## src/rtl/inst_fetch_unit.sv

```systemverilog
// inst_fetch_unit: IF stage that owns the PC, drives the instruction SRAM
// and hands PC/instruction/delay-slot/adel to the ID stage.
//
// Ports:
//   clk, rst          : clock, synchronous active-high reset
//   stall             : freeze IF and the IF/ID outputs
//   flush             : exception/eret redirect to flush_target (top prio)
//   branch_taken      : ID-resolved branch/jump, redirect to branch_target
//   in_delayslot      : instruction now in ID is a branch/jump
//   inst_sram_en/addr : SRAM read request (addr = pc)
//   inst_sram_rdata   : SRAM data, valid one cycle after the request
//   id_valid, id_pc   : ID holds a real instruction at id_pc
//   id_inst           : instruction word for the decoder
//   id_in_delayslot   : the ID instruction is a delay slot
//   id_adel           : fetch address error for the ID instruction
//
// Build option: define FETCH_ADEL_EN to trap misaligned fetch addresses
// (no SRAM read, id_adel=1, nop delivered). Undefined: id_adel stays 0.

`default_nettype none

module inst_fetch_unit #(
  parameter logic [31:0] RESET_PC = 32'hBFC00000,
  parameter logic [31:0] PC_STEP  = 32'd4
) (
  input  logic        clk,
  input  logic        rst,
  input  logic        stall,
  input  logic        flush,
  input  logic [31:0] flush_target,
  input  logic        branch_taken,
  input  logic [31:0] branch_target,
  input  logic        in_delayslot,
  output logic        inst_sram_en,
  output logic [31:0] inst_sram_addr,
  input  logic [31:0] inst_sram_rdata,
  output logic        id_valid,
  output logic [31:0] id_pc,
  output logic [31:0] id_inst,
  output logic        id_in_delayslot,
  output logic        id_adel
);

  logic [31:0] pc;
  logic [31:0] pc_nxt;
  logic [31:0] hold_inst;
  logic        hold_valid;
  logic        bad_addr;
  logic        advance;
  logic        hold_load;

`ifdef FETCH_ADEL_EN
  assign bad_addr = (pc[1:0] != 2'b00);
`else
  assign bad_addr = 1'b0;
`endif

  assign inst_sram_addr = pc;
  assign inst_sram_en   = ~rst & ~stall & ~bad_addr;

  assign advance   = ~flush & ~stall;

  // Capture the word returned for the ID instruction on the first stalled
  // cycle; later stalled cycles see no valid SRAM data (en=0).
  assign hold_load = ~flush & stall & id_valid & ~hold_valid;

  // flush beats stall, stall beats branch_taken.
  always_comb begin
    pc_nxt = pc + PC_STEP;
    priority case (1'b1)
      flush:        pc_nxt = flush_target;
      stall:        pc_nxt = pc;
      branch_taken: pc_nxt = branch_target;
      default:      pc_nxt = pc + PC_STEP;
    endcase
  end

  always_ff @(posedge clk) begin
    if (rst) begin
      pc <= RESET_PC;
    end else begin
      pc <= pc_nxt;
    end
  end

  always_ff @(posedge clk) begin
    if (rst) begin
      id_valid        <= 1'b0;
      id_pc           <= 32'h0;
      id_in_delayslot <= 1'b0;
      id_adel         <= 1'b0;
    end else if (flush) begin
      id_valid        <= 1'b0;
      id_in_delayslot <= 1'b0;
      id_adel         <= 1'b0;
    end else if (advance) begin
      id_valid        <= 1'b1;
      id_pc           <= pc;
      // A delay slot is the word after a real branch already in ID.
      id_in_delayslot <= in_delayslot & id_valid;
      id_adel         <= bad_addr;
    end
  end

  always_ff @(posedge clk) begin
    if (rst) begin
      hold_valid <= 1'b0;
      hold_inst  <= 32'h0;
    end else if (hold_load) begin
      hold_valid <= 1'b1;
      // A trapped fetch never read SRAM; keep delivering a nop.
      hold_inst  <= id_adel ? 32'h0 : inst_sram_rdata;
    end else if (flush | advance) begin
      hold_valid <= 1'b0;
    end
  end

  always_comb begin
    id_inst = inst_sram_rdata;
    if (hold_valid) begin
      id_inst = hold_inst;
    end else if (id_adel) begin
      id_inst = 32'h0;
    end
  end

endmodule

`default_nettype wire
```

## config.mk

```make
export PLATFORM = sky130hd
export DESIGN_NAME = inst_fetch_unit
export DESIGN_NICKNAME = d
export VERILOG_FILES = /design/src/rtl/inst_fetch_unit.sv
export SDC_FILE = /design/constraint.sdc
export NUM_CORES = 1
export LEC_CHECK = 0
export ABC_CLOCK_PERIOD_IN_PS = 1970
export BUFFER_PORTS_ARGS = -buffer_cell sky130_fd_sc_hd__buf_2
export CAP_MARGIN = 20
export CELL_PAD_IN_SITES_DETAIL_PLACEMENT = 0
export CELL_PAD_IN_SITES_GLOBAL_PLACEMENT = 1
export CORE_MARGIN = 1.5
export CORE_UTILIZATION = 31
export CTS_CLUSTER_SIZE = 12
export DETAILED_ROUTE_END_ITERATION = 10
export PLACE_DENSITY_LB_ADDON = 0.12
export SYNTH_ARGS = -nofsm -noshare
export SYNTH_HDL_FRONTEND = slang
export SYNTH_SLANG_ARGS = --single-unit
```

## constraint.sdc

```tcl
create_clock -name clk -period 1.97 [get_ports clk]
set_input_delay 0.394 -clock clk [delete_from_list [all_inputs] [get_ports clk]]
set_output_delay 0.394 -clock clk [all_outputs]
set_load 0.05 [all_outputs]
```

==> out/metrics.cfg <==
[detailed_routing]
viasPerCell=4.954
vias=5340
ant_nets=0
wl_per_cell_um=16.05
firstDrtPassIters=4
drc=0
initialDrtViolationCount=221
wirelength_um=17300

[synthesis]
avgSynthCellArea_um2=7.675
synth.area.top_cells=dfxtp_1 (39%), nand2_1 (12%), a21oi_1 (10%)
ys_seq_area_share_pct=38.95
synth_top_area_share_pct=38.95
synth_top_family_by_area=simple AND/OR/NAND/NOR gates
syn_area_mm2=0.005089
yosys_warnings=0
synth_top_cell_by_area=dfxtp_1
ys_ff_latch=99
synth_cell_types=52
synth_xor_area_share_pct=2.582
async_flop_share_pct=0
synth_edf_count=0
synth_ff_type=dfxtp_1
synthSimpleGateAreaFrac_pct=25.37
synth-compound-area-share_pct=17.63
synth_nets=766
synth-adder-area-share_pct=0.2459
synthCells=663
synth_mux_area_share_pct=9.294

[min_path]
hp-class=input port to flip-flop

[power]
internal-power_w=0.003587
p_comb_share_pct=21.6
swShare_pct=31.40
power_density_mw_per_mm2=768.3
p_clk_share_pct=36.5
vdd_ir_drop_max_uv=403.3
power_frac_seq_pct=41.9
switchingPower_w=0.001642
leakage_nw=2.828

[clock_tree]
clk_latency_ps=350
clk_pin_slew_ps=70
clk_path_buf_depth=2
numClockSinks=99
cts_setup_buffers=0
hold_buffers=0
cts_tree=done
htree_levels=3
cts_root_buf=clkbuf_16
post_cts_resized=0
numCtsBuffers=9

[grt]
grtUsageTotal_pct=19.85
grt_pass1_vias=5283
grt_overflow=0
antenna_found_initial=3
grt_start_max_net_pins=54
grt_pass1_wl_um=27570

[timing]
relSlewSlack_pct=62.53
finalSetupViolations=0
fmax_mhz=531.3
setup_tns_ps=0
finalHoldViolCount=0
drv_slew=0
post-route-min-period_ps=1882
fin_crit_sh_pct=95.54
setup_ws_ps=87.95
skew_ps=4.757
worstMarginPinSlew_ps=562.0
grt_setup_unrepaired=false

[finish]
syn_to_final_growth_pct=33.74
final_cell_mix=buf_2 (199), nand2_1 (166), a21oi_1 (103)
drive_gt1_share_pct=36.79
final_common_cell=buf_2
fin_util_pct=42.69
nNetsFinal=958
finalNonFillerCells=1078

[setup_path]
crit_required_ps=1580
critPathKind=flip-flop to output port
worstSetupEndpointType=output port
cp.arrival_ps=1490
crit_path_start_kind=flip-flop
crit_fanout=18

[place]
dp_slack_ps=153.6
place_inst=1059
port_buffers=200
hpwl_um=12910
globalplace.congestion=0.8356

[floorplanning]
dieArea_mm2=0.01719
coreArea_mm2=0.01594
num_rows=46
die_w_um=131.1
ios=202
start_util_pct=31.92
fp.dieH_um=131.1

[flow_run]
max_cap_viol_count=0

[status]
status=completed

[registers in the layout (all words and copies together), names as in the netlist]
register,count
hold_inst,32
hold_valid,1
id_in_delayslot,1
id_pc,32
id_valid,1
inst_sram_addr,32
[synthesized netlist by cell type (2+ instances only)]
cell / n
a211oi_1: 11
a21oi_1: 103
a221oi_1: 4
a22oi_1: 2
a31o_2: 2
a31oi_1: 3
and3_1: 5
and4_1: 3
buf_1: 4
buf_2: 3
buf_4: 4
buf_6: 3
clkbuf_1: 40
dfxtp_1: 99
inv_1: 7
mux2_2: 34
mux2i_1: 9
nand2_1: 166
nand3_1: 10
nand3b_1: 13
nand4_1: 12
nor2_1: 31
nor2b_1: 7
nor3_1: 15
nor4_1: 5
o21ai_0: 22
o221ai_1: 2
o22ai_1: 2
o31a_1: 2
o32ai_1: 2
or2_2: 2
or3_1: 3
xnor2_1: 5
xor2_1: 10
[final timing paths]
check | from | cells after the start | end | slack (ps)
worst max-delay path | hold_valid$_SDFFE_PP0P_ | 3 | id_inst[6] | 90
worst max register to register | inst_sram_addr[2]$_SDFFE_PP0P_ | 6 | inst_sram_addr[18]$_SDFFE_PP0P_ | 110
worst min register to register | hold_inst[23]$_SDFFE_PP0P_ | 2 | hold_inst[23]$_SDFFE_PP0P_ | 450
worst min-delay path | flush_target[24] | 3 | inst_sram_addr[24]$_SDFFE_PP1P_ | 270
[logic make-up after synthesis]
| group | after synthesis |
|---|---|
| other cells | 1 |
| buf+inv | 64 |
| mux | 43 |
| fa+ha+maj | 1 |
| simple gates | 281 |
| compound gates | 159 |
| xor+xnor | 15 |
| flops | 99 |
[critical path, stage by stage (launching register included)]
cell,delay [ps]
dfxtp_2,380
buf_12,180
mux2_2,360
buf_2,220
[metrics by stage]
stage               area, µm²  hold slack [ps]  total power [W]
floorplan                5115            432.9         0.002986
global placement         6440            438.2         0.003354
detailed placement       6440            442.9         0.003364
CTS                      6758            259.6         0.005295
global route             6803            275.0         0.005480
finish                   6805            267.1         0.005228
[cell type report]
cell class	instances	area, µm²
Clock inverter	4	75.07
Antenna cell	3	7.507
Tap cell	216	270.3
Inverter	7	26.28
Sequential cell	99	1998
Clock buffer	11	242.7
Fill cell	1732	9138
Multi-Input combinational cell	500	2841
Timing Repair Buffer	238	1344
[metal layers]
layer | vias up | global-route usage (%) | part of all wire [%]
met4 | 0 | 7.615 | 2.2
met5 | - | 0 | 0
li1 | 2676 | - | -
met1 | 2488 | 26.86 | 48
met2 | 149 | 30.63 | 44
met3 | 27 | 4.591 | 5.8
[power by group through the flow]
stage | clock network (W) | logic [W] | registers [W]
finish | 0.00191 | 0.00113 | 0.00219
global route | 0.00206 | 0.00121 | 0.00220
CTS | 0.00197 | 0.00114 | 0.00219
detailed placement | 0 | 0.00113 | 0.00223
global placement | 0 | 0.00113 | 0.00223
floorplan | 0 | 0.000521 | 0.00246
Power figures use the tool's default switching activity.
